### config.mk
export PLATFORM = sky130hd
export DESIGN_NAME = csr_file
export DESIGN_NICKNAME = d
export VERILOG_FILES = /design/src/rtl/csr_file.sv
export SDC_FILE = /design/constraint.sdc
export NUM_CORES = 1
export LEC_CHECK = 0
export CORE_UTILIZATION = 40
export CTS_CLUSTER_DIAMETER = 50
export DETAILED_ROUTE_END_ITERATION = 10
export HOLD_SLACK_MARGIN = 0.03
export PLACE_DENSITY = 0.66
export RECOVER_POWER = 25
export REMOVE_ABC_BUFFERS = 1
export SLEW_MARGIN = 20
export SYNTH_ARGS = -nofsm -noshare
export SYNTH_HDL_FRONTEND = slang
export SYNTH_SLANG_ARGS = --single-unit
export TNS_END_PERCENT = 10
### constraint.sdc
create_clock -name clk -period 4.7 [get_ports clk]
set_input_delay 0.94 -clock clk [delete_from_list [all_inputs] [get_ports clk]]
set_output_delay 0.94 -clock clk [all_outputs]
set_load 0.03 [all_outputs]
### src/rtl/csr_file.sv
// csr_file: addressed control/status register bank for the 151LA execute stage.
// Provides tohost, a parametrised set of scratch CSRs and read-only cycle/instret
// counters, with Zicsr RW/RS/RC read-modify-write semantics. The old CSR value
// is returned combinationally for rd writeback in the same cycle.
module csr_file #(
    parameter int          XLEN         = 32,
    parameter int          NUM_SCRATCH  = 4,
    parameter logic [11:0] SCRATCH_BASE = 12'h7C0,
    parameter int          CNT_WIDTH    = 64
) (
    input  logic            clk,
    input  logic            rst,
    input  logic            stall,
    input  logic            csr_en,
    input  logic [1:0]      csr_op,
    input  logic            csr_imm,
    input  logic [11:0]     csr_addr,
    input  logic [XLEN-1:0] rs1_data,
    input  logic [4:0]      zimm,
    input  logic            retire,
    output logic [XLEN-1:0] rd_data,
    output logic            illegal,
    output logic [XLEN-1:0] tohost
);

    localparam logic [1:0]  OP_NOP = 2'b00;
    localparam logic [1:0]  OP_RW  = 2'b01;
    localparam logic [1:0]  OP_RS  = 2'b10;
    localparam logic [1:0]  OP_RC  = 2'b11;

    localparam logic [11:0] ADDR_TOHOST    = 12'h51E;
    localparam logic [11:0] ADDR_CYCLE     = 12'hC00;
    localparam logic [11:0] ADDR_CYCLEH    = 12'hC80;
    localparam logic [11:0] ADDR_INSTRET   = 12'hC02;
    localparam logic [11:0] ADDR_INSTRETH  = 12'hC82;

    localparam logic [CNT_WIDTH-1:0] CNT_ONE = {{(CNT_WIDTH-1){1'b0}}, 1'b1};

    logic [XLEN-1:0]        tohost_q;
    logic [XLEN-1:0]        scratch_q [NUM_SCRATCH];
    logic [CNT_WIDTH-1:0]   cycle_cnt;
    logic [CNT_WIDTH-1:0]   instret_cnt;

    logic [NUM_SCRATCH-1:0] scratch_sel;
    logic                   hit_tohost;
    logic                   hit_scratch;
    logic                   hit_counter;
    logic [XLEN-1:0]        old_val;
    logic [XLEN-1:0]        src;
    logic [XLEN-1:0]        new_val;
    logic                   would_write;
    logic                   we;

    assign tohost = tohost_q;

    // Address decode and old-value mux; unmapped addresses read as zero.
    always_comb begin
        scratch_sel = '0;
        hit_scratch = 1'b0;
        hit_tohost  = (csr_addr == ADDR_TOHOST);
        hit_counter = 1'b0;
        old_val     = '0;
        if (hit_tohost) begin
            old_val = tohost_q;
        end
        for (int i = 0; i < NUM_SCRATCH; i++) begin
            if (csr_addr == 12'(SCRATCH_BASE + 12'(i))) begin
                scratch_sel[i] = 1'b1;
                hit_scratch    = 1'b1;
                old_val        = scratch_q[i];
            end
        end
        case (csr_addr)
            ADDR_CYCLE: begin
                hit_counter = 1'b1;
                old_val     = cycle_cnt[XLEN-1:0];
            end
            ADDR_CYCLEH: begin
                hit_counter = 1'b1;
                old_val     = XLEN'(cycle_cnt >> XLEN);
            end
            ADDR_INSTRET: begin
                hit_counter = 1'b1;
                old_val     = instret_cnt[XLEN-1:0];
            end
            ADDR_INSTRETH: begin
                hit_counter = 1'b1;
                old_val     = XLEN'(instret_cnt >> XLEN);
            end
            default: ;
        endcase
    end

    assign rd_data = old_val;
    assign src     = csr_imm ? {{(XLEN-5){1'b0}}, zimm} : rs1_data;

    // Read-modify-write result for the selected Zicsr operation.
    always_comb begin
        new_val = old_val;
        case (csr_op)
            OP_RW:   new_val = src;
            OP_RS:   new_val = old_val | src;
            OP_RC:   new_val = old_val & ~src;
            default: new_val = old_val;
        endcase
    end

    // Set/clear with a zero source is a pure read, so it may target a counter.
    assign would_write = csr_en && !stall && (csr_op != OP_NOP) &&
                         ((csr_op == OP_RW) || (src != '0));
    assign illegal     = csr_en && (!(hit_tohost || hit_scratch || hit_counter) ||
                                    (hit_counter && would_write));
    assign we          = would_write && !illegal;

    // Writable CSRs: tohost and scratch bank.
    always_ff @(posedge clk) begin
        if (rst) begin
            tohost_q <= '0;
            for (int i = 0; i < NUM_SCRATCH; i++) begin
                scratch_q[i] <= '0;
            end
        end else if (we) begin
            if (hit_tohost) begin
                tohost_q <= new_val;
            end
            for (int i = 0; i < NUM_SCRATCH; i++) begin
                if (scratch_sel[i]) begin
                    scratch_q[i] <= new_val;
                end
            end
        end
    end

    // Free-running cycle counter and stall-gated retired-instruction counter.
    always_ff @(posedge clk) begin
        if (rst) begin
            cycle_cnt   <= '0;
            instret_cnt <= '0;
        end else begin
            cycle_cnt <= cycle_cnt + CNT_ONE;
            if (retire && !stall) begin
                instret_cnt <= instret_cnt + CNT_ONE;
            end
        end
    end

endmodule
-- Word-level counts from Yosys, hierarchy flattened
Memories as Yosys holds them, arrays and structs flattened.
Index checks and enable logic that the tools add are counted.
- word-level logic and storage cells: 81
- memory bits (writable): 128
- input bits: 57
- memories: 1
- output and inout bits: 65
- bits in registers: 160
- latch bits: 0
- memory bits (read-only): 0
- memories (memory ; words ; width ; rd ports ; clocked after memory_dff ; wr ports ; RTL line ; RTL):
    scratch_q ; 4 ; 32 ; 4 ; 0 ; 4 ; 40 ; logic [XLEN-1:0] scratch_q [NUM_SCRATCH];
- reduce and logical (&&, ||, !) cells: 18
- div/mod/pow operators: 0
- $add $sub $neg: 2
- bitwise gates (word level): 7
- muxes and demuxes: 38
- order comparisons: 0
- equality and inequality tests: 12
- $mul: 0
- shift operators: 0
- operators with widths (cell ; number):
    two-way mux 32 bit ; 10
    adder 64 x 1 -> 64 bit (second input constant) ; 2
    one-hot mux 32 bit (4 select lines) ; 1
    one-hot mux 32 bit (3 select lines) ; 1
    == test 12 x 11 -> 1 bit (second input constant) ; 5
    == test 12 bit (second input constant) ; 4
    bitwise AND 32 bit ; 1
    inverter 32 bit ; 1
    bitwise OR 32 bit ; 1
    nonzero test 32 bit ; 1
    two-way mux 1 bit ; 26
    logical AND 1 bit ; 7
    == test 2 bit (second input constant) ; 2
    logical OR 1 bit ; 4
    bitwise OR 1 bit ; 4
    OR reduction 4 bit ; 1
    zero test 1 bit ; 3
    == test 2 x 1 -> 1 bit (second input constant) ; 1
    AND reduction 2 bit ; 1
    nonzero test 2 bit ; 1

-- Depth between registers and ports, before layout
Gate-level depths: netlist of the first run.
- depth in word-level cells: 16
- gate-level depth with buffers: 10
- gate-level depth less buffers: 7

-- Worst setup path before layout of the first run
No wires, ideal clock.
- path kind: input port to output port
- from: input port csr_addr[3]
- to: output port rd_data[10]
- slack: 624 ps
- path buffers: 3
- cell stages on the path: 8
- arrival time: 3136 ps
- data required time: 3760 ps
- path through: buf_2 -> or4b_1 -> buf_4 -> nor4_2 -> buf_2 -> nand2_1 -> a21o_1 -> a31oi_1
- longest elaborated chain between the ends: 7
- elaborated cells on any way between the ends: 15
- classes of those cells: 9 x eq/ne; 6 x mux
- ends and longest elaborated chain (element ; RTL line ; RTL):
    from (decl) ; 17 ; input logic [11:0] csr_addr,
    == test 12 x 11 -> 1 bit ; 60 ; hit_tohost = (csr_addr == ADDR_TOHOST);
    two-way mux 32 bit ; 63 ; if (hit_tohost) begin
    two-way mux 32 bit (4 in a row) ; 67 ; if (csr_addr == 12'(SCRATCH_BASE + 12'(i))) begin
    one-hot mux 32 bit (4 select lines) (*) ; 73 ; case (csr_addr)
    to (decl) ; 21 ; output logic [XLEN-1:0] rd_data,
Every way passes the cells marked *; elsewhere a longest branch is shown, timed or not.

-- Worst setup path in the final report of the first run
- from: input port csr_addr[5]
- to: output port rd_data[30]
Same word-level chain as after synthesis.

==> results of run 1 <==
metrics by stage:
step	hold WS (ns)	total power (µW)
2_1_floorplan	0.447	2940
3_3_place_gp	0.464	3210
3_5_place_dp	0.473	3220
4_1_cts	0.480	6280
5_1_grt	0.513	6420
6_report	0.475	6270
synth_stat cells (all sizes together) (4+ instances only):
master   count
or3         48
o21ai       64
a2bb2oi      6
clkbuf      93
o211ai       7
a221oi      12
dfxtp      160
a31oi       17
o221ai       6
a21oi       66
a21o        14
mux2        14
nor4b        6
buf         38
nand2      173
o2111ai     20
nor2b       37
a211oi      15
nor2       299
a22o         7
o22ai       29
xor2        57
inv         21
or4          4
o31ai        5
a22oi       21
nand4       62
nor4        30
and4        44
or2          7
edfxtp     128
nor3        16
nand3       66
a222oi       6
and3        24
mux2i       63
xnor2       63
nand2b      42
and2        22
nand3b       6
a32oi       23
per-layer routing:
layer,share of wire,vias to the layer above,routed length (µm),global-route usage
li1,-,7120,-,-
met1,0.38,7594,22900,0.355
met2,0.46,922,27600,0.461
met3,0.11,190,6350,0.0627
met4,0.046,0,2730,0.132
met5,0,-,0,0
cells in the final DEF, fill, tap and decap left out, drive strengths merged, types with 24 or more instances in the layout:
master           n
and4            44
dlygate4sd3     33
o21ai           64
nand4           62
dfxtp          160
nor4            30
nand3           66
mux2i           63
clkbuf          55
and3            24
buf            130
edfxtp         128
clkdlybuf4s50   51
nand2          173
nor2b           37
or3             48
xnor2           63
o22ai           29
nand2b          42
a21oi           66
xor2            57
nor2           299
critical path, stage by stage:
cell and delay [ns]:
clkdlybuf4s50_1 0.59, nor4bb_2 0.48, nand3_2 0.41, buf_4 0.33, a211oi_1 0.26, o21a_1 0.18, a31oi_1 0.04, buf_4 0.18
buf_4 0.16
power groups by stage:
stage / Sequential [µW] / Combinational, µW / Clock [µW]
after floorplan: 2740 / 206 / 0
after global placement: 2740 / 471 / 0
after detailed placement: 2740 / 477 / 0
after CTS: 2690 / 480 / 3110
after global routing: 2690 / 515 / 3210
final: 2690 / 491 / 3090
registers in the layout (all words and copies together) (netlist names):
| signal | flops |
|---|---|
| cycle_cnt | 64 |
| instret_cnt | 64 |
| scratch_q | 128 |
| tohost | 32 |
final timing paths:
| path | depth (start not counted) | end | startpoint |
|---|---|---|---|
| worst max register to register | 8 | cycle_cnt[56] | cycle_cnt[0] |
| worst min register to register | 2 | tohost[11] | tohost[11] |
| worst min-delay path | 2 | tohost[11] | tohost[11] |
| worst max-delay path | 9 | rd_data[30] | csr_addr[5] |
cell families after synthesis:
logic type / count (synthesis) / share of synthesized area
AO/OA/AOI/OAI: 335 / 0.139
multiplexers: 78 / 0.0493
flip-flops: 288 / 0.428
XOR/XNOR: 120 / 0.0639
adder cells (fa/ha/maj): 2 / 0.00152
AND/OR/NAND/NOR: 899 / 0.281
buffers and inverters: 153 / 0.0373
layout make-up:
cell class / count / area (µm²) / share of cell area
well taps: 525 / 657 / 0.0328
clock buffers: 52 / 1070 / 0.0532
repair buffers: 217 / 2060 / 0.103
flip-flops and latches: 288 / 7050 / 0.351
diodes: 1 / 2.50 / 0.000125
inverters: 22 / 82.6 / 0.00412
clock inverters: 20 / 278 / 0.0139
multi-input cells: 1434 / 8860 / 0.442
timing repair:
action | 4_1_cts | 5_1_grt
setup endpoints to repair | 0 | 8
setup buffers | 0 | 0
hold endpoints to repair | 0 | 0
gates resized for setup | 0 | 2
==> impl_results.md, run 1 <==
- Outcome: complete, but fails checks
- Failing checks: capacitance limit, slew limit
- Avg WL per Cell: 23.3 µm
- Sequential group share of total power: 0.429
- DRC viols: 0
- PD cells: around 310 nW/µm²
- Gr usage total: 0.283
- CTS tree: built
- Util after Layout: 0.499
- Post-synthesis cell count: roughly 1900
- Fin. Hold Viols: 0
- P_sw: 1490 µW
- Post-layout nets: just over 2000
- Row count: between 70 and 80
- Top cells by area, synth: edfxtp_1 23%, dfxtp_1 19%, nor2_1 6.8%
- Dpl hpwl: approximately 40000 µm
- Fraction of layout cells with a size suffix above 1: 0.118
- Max-capacitance violation count: 2
- Maximum clock path buffer count: 3
- Worst EP required: 3.76 ns
- Ys flop type: dfxtp_1
- Pre-CTS setup slack: 0.187 ns
- Max-slew violation count: ~130
- Setup WS post-layout: 0.176 ns
- Placed Area: between 15000 and 20000 µm²
- Initial antenna violation count: 1
- Worst-path clk slew: about 0.060 ns
- Sw Ratio: 0.238
- Mapped Area: ~16000 µm²
- Reg-to-reg setup timing slack: approximately 1.8 ns
- Combinational share of power: 0.078
- Internal: around 4800 µW
- Hold Path Class: reg2reg
- Final WL: about 60000 µm
- Post-synth EDFFs: 128
- Tightest Pin Transition: 2.69 ns
- Startpoint Class: input pin
- DR pass1 iterations: 6
- Num CTS Buffers: 39
- Vias in the first global route: 15400
- Grt ovf: 0
- Area share of the largest cell type after synthesis: 0.234
- First-pass GRT wire length: between 90000 and 100000 µm
- I/O pin cnt: around 120
- Via count: between 15000 and 20000
- Clock skew: approximately 0.023 ns
- P_leak: ~0.0070 µW
- Dpl cells: between 2000 and 2500
- Relative slew slack: -0.796
- Sequential area share after synthesis: 0.428
- RSZ-0062 raised after global routing: no
- Die Span Y: ~200 µm
- Die Footprint: 41900 µm²
- Starting Density: 0.409
- H-tree levels: 2
- Hold Buf Count CTS: 0
- TritonCTS Sinks: 288
- Initial DRC count: approximately 1600
- TNS Setup: 0 ns
- Type of the worst setup path: in2out
- Fraction of registers with async set/reset: 0
- Non-filler cells, final: 2559
- Clk root buf: clkbuf_16
- PortBufs: 121
- Routed vias/inst: approximately 6.2
- Post-route cell area: about 20000 µm²
- Pin count of the biggest net entering global routing: 70
- Die Width: a little over 200 µm
- #FFs+latches synth: around 290
- VDD IR-drop max: between 200 and 250 µV
- Core Region: about 40000 µm²
- Worst EP arrival: between 3 and 4 ns
- Final setup violation count: 0
- P&R area growth vs syn: 21.9%
- Syn Area/Cell: slightly below 9 µm²
- Period utilization: 0.963
- Fmax: 0.221 GHz
- CP max FO: 12
- # fillers: 3735
- Antenna viol nets, final: 0
- Yosys warning count: 0
- Setup crit end kind: output pin
- Area leader, netlist: edfxtp_1
- Synth cell types: 74
- Clock Power Share: 0.493
- Clk Latency, worst-skew pair: around 0.55 ns
- Final worst path period need: 4.52 ns
- GPL Wtd Cong: approximately 0.97
No activity file was read; power rests on OpenSTA's default activity.
==> run 2, diff against run 1 <==
--- a/config.mk
+++ b/config.mk
@@ -5,6 +5,7 @@
 export SDC_FILE = /design/constraint.sdc
 export NUM_CORES = 1
 export LEC_CHECK = 0
+export ABC_AREA = 1
 export CORE_UTILIZATION = 40
 export CTS_CLUSTER_DIAMETER = 50
 export DETAILED_ROUTE_END_ITERATION = 10
==> impl_results.md, run 2 <==
- Final setup violation count: 0 (unchanged)
- RSZ-0062 raised after global routing: yes
- Initial DRC count: 2688 (+73%)
- Fmax: 0.214 GHz (-3.0%)
- Hold Path Class: reg2reg
- Fin. Hold Viols: 0 (unchanged)
- P&R area growth vs syn: 19.9%
- Worst EP required: 3.76 ns (about the same)
- Syn Area/Cell: 6.50 µm² (-26%)
- CTS-repair resized insts: 0 (unchanged)
- Synth cell types: 43 (-42%)
- Most frequent cells in the layout: 751 x nand2_1, 463 x nor2_1, 365 x inv_1, 234 x nand3_1, 160 x dfxtp_1
- P_leak: 0.00851 µW (+22%)
- First-pass GRT wire length: 124000 µm (+37%)
- Die Width: 219 µm (+7.1%)
- DRC viols: 0 (unchanged)
- VDD IR-drop max: 256 µV (+3.2%)
- Final WL: 84400 µm (+42%)
- Initial antenna violation count: 2 (+1)
- Worst-path clk slew: 0.06 ns (about the same)
- Worst r2r src: instret_cnt[0]
- Fraction of registers with async set/reset: 0 (unchanged)
- Core Region: 46600 µm² (+16%)
- Gr usage total: 0.351 (+0.0679)
- CP endpoint: illegal
- Pin count of the biggest net entering global routing: 65 (-7.1%)
- Row count: 79 (+8.2%)
- Post-CTS Setup Bufs: 0 (unchanged)
- Relative slew slack: -1.18 (-0.385)
- Area share of the largest cell type after synthesis: 0.204 (-0.0301)
- Ys flop type: dfxtp_1
- Grt ovf: 0 (unchanged)
- Final worst path period need: 4.67 ns (+0.141 ns)
- Period utilization: 0.993 (+0.0299)
- Most numerous cell in the Yosys netlist: nand2_1
- Clock skew: 0.0232 ns (-0.000225 ns)
- CP max FO: 8 (-4)
- DR pass1 iterations: 6 (unchanged)
- Ant. Diodes: 0 (-1)
- Routed vias/inst: 5.77 (-6.7%)
- Worst R2R Path Depth: 11 (+3)
- Sequential area share after synthesis: 0.373 (-0.0551)
- Post-layout nets: 3073 (+49%)
- Outcome: complete, but fails checks
- Worst EP arrival: 3.73 ns (+0.15 ns)
- Largest register by flop count: scratch_q
- Avg WL per Cell: 23.1 µm (-0.81%)
- Max-slew violation count: 83 (-37%)
- Max-capacitance violation count: 3 (+1)
- CP max stage cell: clkdlybuf4s50_1
- CP peak stage delay: 0.60 ns (about the same)
- PortBufs: 121 (unchanged)
- H-tree levels: 2 (unchanged)
- Via count: 21100 (+33%)
- Most instantiated cells after synthesis: 750 x nand2_1, 462 x nor2_1, 365 x inv_1
- Failing checks: capacitance limit, slew limit
- Type of the worst setup path: in2out
- Mapped Area: 18900 µm² (+15%)
- Post-route cell area: 22600 µm² (+13%)
- Post-synthesis cell count: 2905 (+55%)
- Hold Buf Count CTS: 0 (unchanged)
- Crit-path cells: clkdlybuf4s50_1 -> inv_2 -> nand4_1 -> nor3_2 -> nor2_1 -> nor2_1 -> buf_4 -> buf_4 -> nand2_1 -> nand3_2 -> inv_1 -> clkdlybuf4s50_1
- #FFs+latches synth: 288 (unchanged)
- Starting Density: 0.405 (-0.00381)
- I/O pin cnt: 122 (unchanged)
- Antenna viol nets, final: 0 (unchanged)
- Top cells by area, synth: edfxtp_1 20%, dfxtp_1 17%, nand2_1 15%
- Setup crit end kind: output pin
- CTS tree: built
- Startpoint Class: input pin
- PD cells: 276 nW/µm² (-12%)
- Commonest non-fill, non-tap cell in the layout: nand2_1
- Util after Layout: 0.486 (-0.0126)
- GPL Wtd Cong: 1.15 (+19%)
- Top flop regs: scratch_q: 128 flops, cycle_cnt: 64 flops, instret_cnt: 64 flops
- Clk Latency, worst-skew pair: 0.59 ns (+0.04 ns)
- Max FFs per register: 128 (unchanged)
- RR Endpoint: instret_cnt[54]
- Yosys warning count: 0 (unchanged)
- Area leader, netlist: edfxtp_1
- Critical path startpoint: csr_addr[9]
- TritonCTS Sinks: 288 (unchanged)
- Die Span Y: 219 µm (+7.1%)
- Dpl hpwl: 61600 µm (+54%)
- Clk root buf: clkbuf_16
- Tightest Pin Transition: 3.27 ns (+0.578 ns)
- Maximum clock path buffer count: 3 (unchanged)
- Die Footprint: 48100 µm² (+15%)
- Num CTS Buffers: 42 (+7.7%)
- Reg-to-reg setup timing slack: 1.66 ns (-0.10 ns)
- Placed Area: 21300 µm² (+14%)
- Vias in the first global route: 19700 (+28%)
- Post-synth EDFFs: 128 (unchanged)
- Fraction of layout cells with a size suffix above 1: 0.0902 (-0.0273)
[run 2: worst min-delay path by stage]
stage	depth (start not counted)	endpoint	start	slack (ns)
2_1_floorplan	2	cycle_cnt[52]	cycle_cnt[52]	0.45
3_3_place_gp	2	cycle_cnt[46]	cycle_cnt[46]	0.47
3_5_place_dp	2	cycle_cnt[46]	cycle_cnt[46]	0.49
4_1_cts	2	cycle_cnt[46]	cycle_cnt[46]	0.50
5_1_grt	2	cycle_cnt[46]	cycle_cnt[46]	0.53
6_report	2	cycle_cnt[46]	cycle_cnt[46]	0.50
[run 2: critical path, delay by kind of cell]
| kind | cells | cell delay (ns) |
|---|---|---|
| buffers and inverters | 6 | 1.67 |
| and+or+nand+nor | 6 | 1.11 |
[run 2: layout make-up]
class	count	area (µm²)
fill	4678	23900
timing repair buffer	186	2130
sequential	288	7050
inverter	402	1510
multi-input combinational	2094	9800
clock inverter	26	270
tap	607	759
clock buffer	52	1120
[run 2: routing by layer]
layer	global-route usage	wire, µm
met3	0.0963	10500
met5	0	25
met4	0.176	4660
met2	0.537	36300
met1	0.452	33000
[run 2: through the flow]
step	setup TNS (ns)	std cells	total power (µW)	hold WS [ns]	setup WS [ns]
floorplan	-98.35	2784	2890	0.446	-1.23
global placement	0	3577	3070	0.468	0.192
detailed placement	0	3577	3070	0.486	0.159
CTS	0	3655	6250	0.496	0.135
global route	-0.0437	3655	6390	0.526	-0.0437
finish	0	3655	6250	0.500	0.0349
[run 2: cells by family after synthesis]
kind of cell,share of synthesized area
AND/OR/NAND/NOR,0.390
XOR/XNOR,0.0186
adder cells (fa/ha/maj),0.00133
AO/OA/AOI/OAI,0.107
buffers and inverters,0.110
flip-flops,0.373
[run 2: power by group]
| part | internal, µW | switching (µW) |
|---|---|---|
| logic | 97.9 | 224 |
| clock network | 1890 | 1330 |
| registers | 2670 | 38.7 |
